`src/rtl/ppl_frame_seq_if.sv`:
```
// Pixel-path bundle between the frame sequencer and the scanner, pipeline and
// frame-buffer writer. The sequencer is the slave; the pixel-path side is the master.
interface ppl_frame_seq_if #(
    parameter int ADDR_W = 20,
    parameter int X_W    = 11,
    parameter int Y_W    = 10
);
    logic [ADDR_W-1:0] pixel_addr_out;
    logic              next_en;
    logic              prepare_flag;
    logic              scanner_stop;
    logic [X_W-1:0]    pix_x;
    logic [Y_W-1:0]    pix_y;

    modport master (
        output pixel_addr_out,
        output next_en,
        input  prepare_flag,
        input  scanner_stop,
        input  pix_x,
        input  pix_y
    );

    modport slave (
        input  pixel_addr_out,
        input  next_en,
        output prepare_flag,
        output scanner_stop,
        output pix_x,
        output pix_y
    );
endinterface

```
`src/rtl/ppl_frame_seq.sv`:
```
// Frame sequencer: IDLE -> PREPARE -> RUN -> DRAIN per frame, downstream pixel
// position, frame counter, overrun and delayed vsync. Define PPL_DRAIN_TIMEOUT_EN for the drain watchdog.
module ppl_frame_seq #(
    parameter int H_DISP         = 1280,
    parameter int V_DISP         = 720,
    parameter int ADDR_W         = 20,
    parameter int PREPARE_CYCLES = 5,
    parameter int VS_DELAY       = 2,
    parameter int VS_WIDTH       = 1,
    parameter int FCNT_W         = 8,
    parameter int TIMEOUT_CYCLES = 4096
) (
    input  logic              clk,
    input  logic              rst_n,
    input  logic              enable_i,
    input  logic              single_shot_i,
    input  logic              start_i,
    ppl_frame_seq_if.slave    bus,
    output logic              busy_o,
    output logic              vs_o,
    output logic [FCNT_W-1:0] frame_cnt_o,
    output logic              overrun_o,
    output logic              timeout_o
);

    localparam int X_W = (H_DISP > 1) ? $clog2(H_DISP) : 1;
    localparam int Y_W = (V_DISP > 1) ? $clog2(V_DISP) : 1;
    localparam logic [ADDR_W-1:0] TOTAL     = ADDR_W'(H_DISP * V_DISP);
    localparam logic [X_W-1:0]    X_LAST    = X_W'(H_DISP - 1);
    localparam logic [Y_W-1:0]    Y_LAST    = Y_W'(V_DISP - 1);
    localparam logic [3:0]        PREP_LAST = 4'(PREPARE_CYCLES - 1);
    localparam logic [3:0]        VS_HOLD   = 4'(VS_WIDTH - 1);

    typedef enum logic [1:0] {
        S_IDLE,
        S_PREPARE,
        S_RUN,
        S_DRAIN
    } state_e;

    state_e            state_q, state_d;
    logic [3:0]        prep_cnt_q, prep_cnt_d;
    logic              done_seen_q, done_seen_d;
    logic [X_W-1:0]    pix_x_q, pix_x_d;
    logic [Y_W-1:0]    pix_y_q, pix_y_d;
    logic              scanner_stop_q, scanner_stop_d;
    logic [FCNT_W-1:0] frame_cnt_q, frame_cnt_d;
    logic              overrun_q, overrun_d;
    logic              vs_q, vs_d;
    logic [3:0]        vs_cnt_q, vs_cnt_d;
    logic              counting;
    logic              last_accept;
    logic              frame_done;
    logic              vs_trig;

`ifdef PPL_DRAIN_TIMEOUT_EN
    localparam int WD_W = $clog2(TIMEOUT_CYCLES + 1);
    localparam logic [WD_W-1:0] WD_LAST = WD_W'(TIMEOUT_CYCLES - 1);

    logic [WD_W-1:0] wd_cnt_q, wd_cnt_d;
    logic            timeout_q, timeout_d;
`endif

    assign counting    = (state_q == S_RUN) || (state_q == S_DRAIN);
    assign last_accept = bus.next_en && !done_seen_q && (pix_x_q == X_LAST) && (pix_y_q == Y_LAST);
    assign frame_done  = (state_q == S_DRAIN) && (done_seen_q || last_accept);

    always_comb begin
        // NOTE: every _d signal takes its hold value first, so no branch can infer a latch.
        state_d        = state_q;
        prep_cnt_d     = prep_cnt_q;
        done_seen_d    = done_seen_q;
        pix_x_d        = pix_x_q;
        pix_y_d        = pix_y_q;
        scanner_stop_d = scanner_stop_q;
        frame_cnt_d    = frame_cnt_q;
        overrun_d      = 1'b0;
`ifdef PPL_DRAIN_TIMEOUT_EN
        timeout_d      = timeout_q;
        wd_cnt_d       = (state_q == S_DRAIN) ? wd_cnt_q + 1'b1 : '0;
`endif

        // Accepts after the final pixel are flagged, never counted.
        if (counting && bus.next_en) begin
            if (done_seen_q) begin
                overrun_d = 1'b1;
            end else if (pix_x_q == X_LAST) begin
                pix_x_d = '0;
                if (pix_y_q == Y_LAST) begin
                    pix_y_d     = '0;
                    done_seen_d = 1'b1;
                end else begin
                    pix_y_d = pix_y_q + 1'b1;
                end
            end else begin
                pix_x_d = pix_x_q + 1'b1;
            end
        end

        unique case (state_q)
            S_IDLE: begin
                if (enable_i && (!single_shot_i || start_i)) begin
                    state_d     = S_PREPARE;
                    prep_cnt_d  = '0;
                    done_seen_d = 1'b0;
                end
            end
            S_PREPARE: begin
                prep_cnt_d = prep_cnt_q + 1'b1;
                if (prep_cnt_q == PREP_LAST) begin
                    state_d = S_RUN;
                end
            end
            S_RUN: begin
                if (bus.pixel_addr_out == TOTAL) begin
                    state_d        = S_DRAIN;
                    scanner_stop_d = 1'b1;
                end
            end
            S_DRAIN: begin
                if (frame_done) begin
                    state_d        = S_IDLE;
                    scanner_stop_d = 1'b0;
                    frame_cnt_d    = frame_cnt_q + 1'b1;
                end
`ifdef PPL_DRAIN_TIMEOUT_EN
                else if (wd_cnt_q == WD_LAST) begin
                    // Abandon the frame: no vsync, no frame count.
                    state_d        = S_IDLE;
                    scanner_stop_d = 1'b0;
                    timeout_d      = 1'b1;
                    pix_x_d        = '0;
                    pix_y_d        = '0;
                    done_seen_d    = 1'b0;
                end
`endif
            end
            default: state_d = S_IDLE;
        endcase
    end

    // vs rises VS_DELAY+1 cycles after frame-done; a new trigger reloads the width.
    generate
        if (VS_DELAY == 0) begin : g_vs_nodly
            assign vs_trig = frame_done;
        end else begin : g_vs_dly
            logic [VS_DELAY-1:0] dly_q, dly_d;

            always_comb begin
                dly_d[0] = frame_done;
                for (int i = 1; i < VS_DELAY; i++) begin
                    dly_d[i] = dly_q[i-1];
                end
            end

            always_ff @(posedge clk) begin
                if (!rst_n) begin
                    dly_q <= '0;
                end else begin
                    dly_q <= dly_d;
                end
            end

            assign vs_trig = dly_q[VS_DELAY-1];
        end
    endgenerate

    always_comb begin
        vs_d     = vs_q;
        vs_cnt_d = vs_cnt_q;
        if (vs_trig) begin
            vs_d     = 1'b1;
            vs_cnt_d = VS_HOLD;
        end else if (vs_q) begin
            if (vs_cnt_q == '0) begin
                vs_d = 1'b0;
            end else begin
                vs_cnt_d = vs_cnt_q - 1'b1;
            end
        end
    end

    always_ff @(posedge clk) begin
        // NOTE: non-blocking updates let every register see the same pre-edge state.
        if (!rst_n) begin
            state_q        <= S_IDLE;
            prep_cnt_q     <= '0;
            done_seen_q    <= 1'b0;
            pix_x_q        <= '0;
            pix_y_q        <= '0;
            scanner_stop_q <= 1'b0;
            frame_cnt_q    <= '0;
            overrun_q      <= 1'b0;
            vs_q           <= 1'b0;
            vs_cnt_q       <= '0;
        end else begin
            state_q        <= state_d;
            prep_cnt_q     <= prep_cnt_d;
            done_seen_q    <= done_seen_d;
            pix_x_q        <= pix_x_d;
            pix_y_q        <= pix_y_d;
            scanner_stop_q <= scanner_stop_d;
            frame_cnt_q    <= frame_cnt_d;
            overrun_q      <= overrun_d;
            vs_q           <= vs_d;
            vs_cnt_q       <= vs_cnt_d;
        end
    end

`ifdef PPL_DRAIN_TIMEOUT_EN
    always_ff @(posedge clk) begin
        if (!rst_n) begin
            wd_cnt_q  <= '0;
            timeout_q <= 1'b0;
        end else begin
            wd_cnt_q  <= wd_cnt_d;
            timeout_q <= timeout_d;
        end
    end

    assign timeout_o = timeout_q;
`else
    // The watchdog limit is still a parameter of this build; keep it referenced.
    logic unused_timeout_cfg;
    assign unused_timeout_cfg = (TIMEOUT_CYCLES != 0);
    assign timeout_o          = 1'b0;
`endif

    assign bus.prepare_flag = (state_q == S_IDLE) || (state_q == S_PREPARE);
    assign bus.scanner_stop = scanner_stop_q;
    assign bus.pix_x        = pix_x_q;
    assign bus.pix_y        = pix_y_q;
    assign busy_o           = (state_q != S_IDLE);
    assign vs_o             = vs_q;
    assign frame_cnt_o      = frame_cnt_q;
    assign overrun_o        = overrun_q;

endmodule
```
`src/flat_wrapper.sv`:
```
// flat-port wrapper written by rule: the top's interface ports become plain ports
module ppl_frame_seq_flat 
#(
    parameter int H_DISP         = 1280,
    parameter int V_DISP         = 720,
    parameter int ADDR_W         = 20,
    parameter int PREPARE_CYCLES = 5,
    parameter int VS_DELAY       = 2,
    parameter int VS_WIDTH       = 1,
    parameter int FCNT_W         = 8,
    parameter int TIMEOUT_CYCLES = 4096
)
  (clk, rst_n, enable_i, single_shot_i, start_i, busy_o, vs_o, frame_cnt_o, overrun_o, timeout_o, bus_pixel_addr_out, bus_next_en, bus_prepare_flag, bus_scanner_stop, bus_pix_x, bus_pix_y);
  ppl_frame_seq_if #(.ADDR_W(ADDR_W)) bus_i ();
  input  logic clk;
  input  logic rst_n;
  input  logic enable_i;
  input  logic single_shot_i;
  input  logic start_i;
  output logic busy_o;
  output logic vs_o;
  output logic [FCNT_W-1:0] frame_cnt_o;
  output logic overrun_o;
  output logic timeout_o;
  input wire logic [$bits(bus_i.pixel_addr_out)-1:0] bus_pixel_addr_out;
  input wire logic [$bits(bus_i.next_en)-1:0] bus_next_en;
  output wire logic [$bits(bus_i.prepare_flag)-1:0] bus_prepare_flag;
  output wire logic [$bits(bus_i.scanner_stop)-1:0] bus_scanner_stop;
  output wire logic [$bits(bus_i.pix_x)-1:0] bus_pix_x;
  output wire logic [$bits(bus_i.pix_y)-1:0] bus_pix_y;
  assign bus_i.pixel_addr_out = bus_pixel_addr_out;
  assign bus_i.next_en = bus_next_en;
  assign bus_prepare_flag = bus_i.prepare_flag;
  assign bus_scanner_stop = bus_i.scanner_stop;
  assign bus_pix_x = bus_i.pix_x;
  assign bus_pix_y = bus_i.pix_y;
  ppl_frame_seq #(.H_DISP(H_DISP), .V_DISP(V_DISP), .ADDR_W(ADDR_W), .PREPARE_CYCLES(PREPARE_CYCLES), .VS_DELAY(VS_DELAY), .VS_WIDTH(VS_WIDTH), .FCNT_W(FCNT_W), .TIMEOUT_CYCLES(TIMEOUT_CYCLES)) u_core (.clk(clk), .rst_n(rst_n), .enable_i(enable_i), .single_shot_i(single_shot_i), .start_i(start_i), .bus(bus_i), .busy_o(busy_o), .vs_o(vs_o), .frame_cnt_o(frame_cnt_o), .overrun_o(overrun_o), .timeout_o(timeout_o));
endmodule
```
`config.mk`:
```
export PLATFORM = sky130hd
export DESIGN_NAME = ppl_frame_seq_flat
export DESIGN_NICKNAME = d
export VERILOG_FILES = /design/src/rtl/ppl_frame_seq_if.sv /design/src/rtl/ppl_frame_seq.sv /design/src/flat_wrapper.sv
export SDC_FILE = /design/constraint.sdc
export NUM_CORES = 1
export LEC_CHECK = 0
export ABC_AREA = 1
export CAP_MARGIN = 20
export CORE_ASPECT_RATIO = 1.5
export CORE_UTILIZATION = 25
export CTS_CLUSTER_SIZE = 10
export DETAILED_ROUTE_END_ITERATION = 12
export PLACE_DENSITY_LB_ADDON = 0.25
export SLEW_MARGIN = 25
export SYNTH_ARGS = -nofsm -noshare
export SYNTH_HDL_FRONTEND = slang
export SYNTH_SLANG_ARGS = --single-unit
```
`constraint.sdc`:
```
create_clock -name clk -period 2 [get_ports clk]
set_clock_uncertainty 0.15 [all_clocks]
set_input_delay 0.4 -clock clk [delete_from_list [all_inputs] [get_ports clk]]
set_output_delay 0.4 -clock clk [all_outputs]
set_load 0.005 [all_outputs]
```
Word-level counts from Yosys, hierarchy flattened. Cells that the tools add are included.

Input bits: 26. Register bits: 45. Output and inout bits: 35. Logic and storage cells: 78.

Bitwise logic cells: 3. Add/sub/neg operators: 5. Muxes and demuxes: 22. Equality and inequality tests: 11. Reduce and logical (&&, ||, !) cells: 26.

Operators with widths (count): 20-bit equality test (second input constant) (1); 1-bit two-way mux (12); 11-bit by 1-bit adder with 11-bit output (second input constant) (1); 11-bit equality test (second input constant) (1); 11-bit two-way mux (1); 10-bit by 1-bit adder with 10-bit output (second input constant) (1); 10-bit equality test (second input constant) (1); 10-bit two-way mux (1); 2-bit AND reduction (5); 8-bit by 1-bit adder with 8-bit output (second input constant) (1); 2-bit two-way mux (4); 2-bit one-hot mux with 4 select lines (1); 4-bit one-hot mux with 2 select lines (1); 1-bit logical AND (6); 2-bit by 1-bit inequality test with 1-bit output (second input constant) (3); 3-bit AND reduction (2); 2-bit nonzero test (3); 4-bit by 1-bit adder with 4-bit output (second input constant) (1); 2-bit equality test (second input constant) (2); 4-bit by 3-bit equality test with 1-bit output (second input constant) (1); 4-bit zero test (1); 1-bit logical OR (4); 4-bit two-way mux (1); 4-bit AND reduction (1); other kinds (8) (11).

Depth between registers and ports, before layout.
Word-level depth: 8. Depth in mapped cells: 12. Depth with buffers taken out: 12.

Least setup slack after synthesis. No wires, ideal clock.

Path type: reg-to-reg. From: register u_core.pix_y_q[0], in the netlist u_core.bus.pix_y[0]. To: register u_core.frame_cnt_q[0], in the netlist u_core.frame_cnt_o[0]. Cell stages (with the launch flop): 11. Path slack: 0.269 ns. Library setup time: 0.113 ns. Clock period less this slack: 1.731 ns. Arrival time: 1.468 ns. Buffers on the path: 0. Cells stage by stage: dfxtp_1 -> ha_1 -> nand3_1 -> nor2_4 -> nand3_4 -> nand2_2 -> nand2_4 -> clkinv_4 -> nand2_1 -> nand2_1 -> nor2_1.

Cells in the longest elaborated chain, start to end: 5.

Ends and longest elaborated chain: start: declaration (RTL line ppl_frame_seq.sv:45) `logic [Y_W-1:0] pix_y_q, pix_y_d;`; start signal: assignment (RTL line ppl_frame_seq.sv:201) `pix_y_q <= pix_y_d;`; 10-bit equality test (RTL line ppl_frame_seq.sv:65) `assign last_accept = bus.next_en && !done_seen_q && (pix_x_q == X_LAST) && (pix_y_q == Y_LAST);`; 1-bit logical AND (RTL line ppl_frame_seq.sv:65); 1-bit logical OR (RTL line ppl_frame_seq.sv:66) `assign frame_done = (state_q == S_DRAIN) && (done_seen_q || last_accept);`; 1-bit logical AND (RTL line ppl_frame_seq.sv:66); 2-bit AND reduction (no line); end signal: assignment (RTL line ppl_frame_seq.sv:203) `frame_cnt_q <= frame_cnt_d;`; end: declaration (RTL line ppl_frame_seq.sv:47) `logic [FCNT_W-1:0] frame_cnt_q, frame_cnt_d;`.

Every way passes these cells. A chain may end at the register's enable or synchronous reset.

Worst setup path after layout.
From: register u_core.state_q[0]. To: output port bus_prepare_flag.

Cells in the longest elaborated chain, start to end: 2.

Ends and longest elaborated chain: start: declaration (RTL line ppl_frame_seq.sv:41) `state_e state_q, state_d;`; start signal: assignment (RTL line ppl_frame_seq.sv:197) `state_q <= state_d;`; 2-bit by 1-bit equality test with 1-bit output / 2-bit zero test (equally long branches) (RTL line ppl_frame_seq.sv:229) `assign bus.prepare_flag = (state_q == S_IDLE) || (state_q == S_PREPARE);`; 1-bit logical OR * (RTL line ppl_frame_seq.sv:229); end: declaration (RTL line flat_wrapper.sv:27) `output wire logic [$bits(bus_i.prepare_flag)-1:0] bus_prepare_flag;`.

Mark *: on every way between the ends. The rest lies on a longest branch, timed or not.

==> impl_metrics.ini <==
[logic_synthesis]
yosysTopAreaCell = dfxtp_1
ys_ff_latch = 45
ys_seq_area_share_pct = 37.4
netlist_instances = 329
synthesis.nets = 366
synth_top_area_share_pct = 37.4
synth_top_cells_by_area = dfxtp_1 37%, nand2_1 10%, nor2_1 6.5%
syn_avg_cell_area_um2 = 7.33
ys_warn_count = 0
synth_cell_types = 34
syn_area_mm2 = 0.00241

[setup_path]
cp-end-kind = output pin
timing.reg2reg.setup_slack_ns = 0.19
path_class = register to output pin
path_max_fanout = 2
worstRegToRegCells = 11
required_ns = 1.45
reg2reg_from = u_core.state_q[0]$_SDFFE_PN0P_
timing.rr.end = u_core.bus.pix_x[7]$_SDFFE_PN0P_
crit_path_start_kind = register
arrival_ns = 1.34

[power_and_ir_drop]
p_sw_share_pct = 28.4
p_sw_w = 0.000676
powerDensity_mw_per_mm2 = 688
p_comb_share_pct = 24.7
max-vdd-ir-drop_mv = 0.329
clkPwrFrac_pct = 34.6
leakage_nw = 1.41
power_frac_seq_pct = 40.7
cellInternalPower_w = 0.00171

[cts]
clk_latency_ns = 0.29
cts.clk_slew.worst_paths_ns = 0.07
cts-htree-levels = 2
cts_tree = yes
cts_buffers = 5
cts.sinks = 45
cts-root-buf = clkbuf_16
clockBufferDepth = 2

[placement]
gp_congestion = 0.832
hpwl_um = 4500
portBuffers = 59
place_ws_ns = -0.0596

[run_status]
run_status = completed

[floorplan]
ioPinCount = 61
core-area_mm2 = 0.00931
std_cell_rows = 43
dieArea_mm2 = 0.0100
die_w_um = 82.2
die_h_um = 122
initial_core_util_pct = 25.9

[sta]
finalCritPeriodShare_pct = 94.6
finalWorstSetupSlack_ns = 0.108
final-hold-violation-count = 0
setup_viol = 0
period_minus_slack_ns = 1.89
maxSlewViolCount = 0
rsz0062_at_grt = false
max_clock_freq_ghz = 0.529

[worst_hold_path]
whs_path_depth = 2
worstHoldStart = u_core.g_vs_dly.dly_q[0]$_SDFF_PN0_
hold_class = register to register
hold_end = u_core.g_vs_dly.dly_q[1]$_SDFF_PN0_

[detailed_routing]
drt_first_pass_iters = 4
drt_iter0_markers = 99
ant_nets = 0
vias = 2365
remaining_drc_errors = 0
totalWireLength_um = 5650
via_per_inst = 4.45
wl_per_cell_um = 10.6

[finish]
syn2layout_area_growth_pct = 43.8
layout_commonest_cell = nand2_1
drive_gt1_share_pct = 14.8
fill_cells = 1001
layout_common_cells = 65 x nand2_1, 57 x clkdlybuf4s50_1, 41 x nor2_1, 41 x dfxtp_1, 38 x inv_1
utilization_pct = 37.2
final_nets = 455
n_antenna_cell = 0

[grt]
antenna_found_initial = 0
grt_pass1_vias = 2248
gr-total-overflow = 0
grt_pass1_wl_um = 9640
grtUsageTotal_pct = 12.3
grt_max_degree = 14

[run]
drv_cap = 0
cell usage after synthesis (all sizes together):
cell	number
nand2	69
nor2	50
dfxtp	45
inv	41
a21oi	27
nand3	26
ha	11
xor2	10
o21ai	8
nand4	7
nor3	7
xnor2	6
clkbuf	3
nor3b	3
a31oi	2
clkinv	2
nand3b	2
o31ai	2
or2	2
a211oi	1
a31o	1
and3	1
buf	1
conb	1
nor4	1
layout make-up:
| class | instances | area [um^2] | area share (%) |
|---|---|---|---|
| clock buffer | 7 | 133 | 3.83 |
| tap | 112 | 140 | 4.04 |
| timing repair buffer | 86 | 787 | 22.7 |
| clock inverter | 1 | 7.51 | 0.217 |
| sequential | 45 | 906 | 26.1 |
| inverter | 43 | 166 | 4.80 |
| multi-input combinational | 237 | 1330 | 38.3 |
logic make-up after synthesis:
| logic type | count (synthesis) | synth area share, % |
|---|---|---|
| AO/OA/AOI/OAI | 41 | 9.08 |
| XOR/XNOR | 16 | 5.81 |
| other | 1 | 0.156 |
| adder cells (fa/ha/maj) | 11 | 5.71 |
| flip-flops | 45 | 37.4 |
| buffers and inverters | 47 | 7.68 |
| AND/OR/NAND/NOR | 168 | 34.2 |
worst max-delay path, cell delays in order (launching register included):
cell,delay [ns]
dfxtp_2,0.32
buf_4,0.13
ha_1,0.20
or2_2,0.30
clkbuf_2,0.12
per-layer routing:
metal	up-vias	routed length (um)	track usage [%]
met5	-	0	0
met4	0	165	6.36
met3	13	199	2.60
met2	53	2940	21.1
met1	1064	2350	14.1
li1	1235	-	-
sequential cells by signal, indices dropped and copies added (netlist names):
signal	count
u_core.frame_cnt_o	8
u_core.overrun_o	1
u_core.vs_cnt_q	4
u_core.bus.pix_y	10
u_core.bus.pix_x	11
u_core.bus.scanner_stop	1
u_core.prep_cnt_q	4
u_core.state_q	2
u_core.vs_o	1
u_core.g_vs_dly.dly_q	2
u_core.done_seen_q	1
what timing repair did:
item / 4_1_cts / 5_1_grt
buffers inserted: 2 / 0
cloned: 0 / 0
hold buffers: 0 / 0
gates resized for setup: 6 / 4
endpoints found under the setup margin: 2 / 15
metrics by stage:
stage | TNS, ns | total power, W | instances | hold slack (ns) | cell area [um^2]
after floorplan | 0 | 0.00129 | 329 | 0.240 | 2410
after global placement | -0.0155 | 0.00158 | 521 | 0.247 | 3310
after detailed placement | -0.152 | 0.00158 | 521 | 0.245 | 3310
after CTS | -0.00474 | 0.00242 | 531 | 0.255 | 3470
after global routing | 0 | 0.00254 | 531 | 0.293 | 3470
final | 0 | 0.00238 | 531 | 0.249 | 3470
power groups by stage:
stage	clock network [W]	logic (W)	registers [W]
final	0.000825	0.000589	0.000971
after global routing	0.000888	0.000672	0.000976
after CTS	0.000845	0.000605	0.000970
after detailed placement	0	0.000589	0.000992
after global placement	0	0.000586	0.000989
after floorplan	0	0.000310	0.000982
worst max path at each step:
| stage | from | end | cells past startpoint |
|---|---|---|---|
| 3_3_place_gp | bus_next_en | u_core.bus.pix_y[4]$_SDFFE_PN0P_ | 10 |
| 6_report | u_core.state_q[0]$_SDFFE_PN0P_ | bus_prepare_flag | 4 |
| 3_5_place_dp | bus_next_en | u_core.bus.pix_x[7]$_SDFFE_PN0P_ | 9 |
| 2_1_floorplan | u_core.bus.pix_y[0]$_SDFFE_PN0P_ | u_core.frame_cnt_o[0]$_SDFFE_PN0P_ | 10 |
| 4_1_cts | u_core.state_q[0]$_SDFFE_PN0P_ | bus_prepare_flag | 4 |
| 5_1_grt | u_core.bus.pix_x[0]$_SDFFE_PN0P_ | u_core.frame_cnt_o[6]$_SDFFE_PN0P_ | 11 |
(Power assumes the default switching activity.)
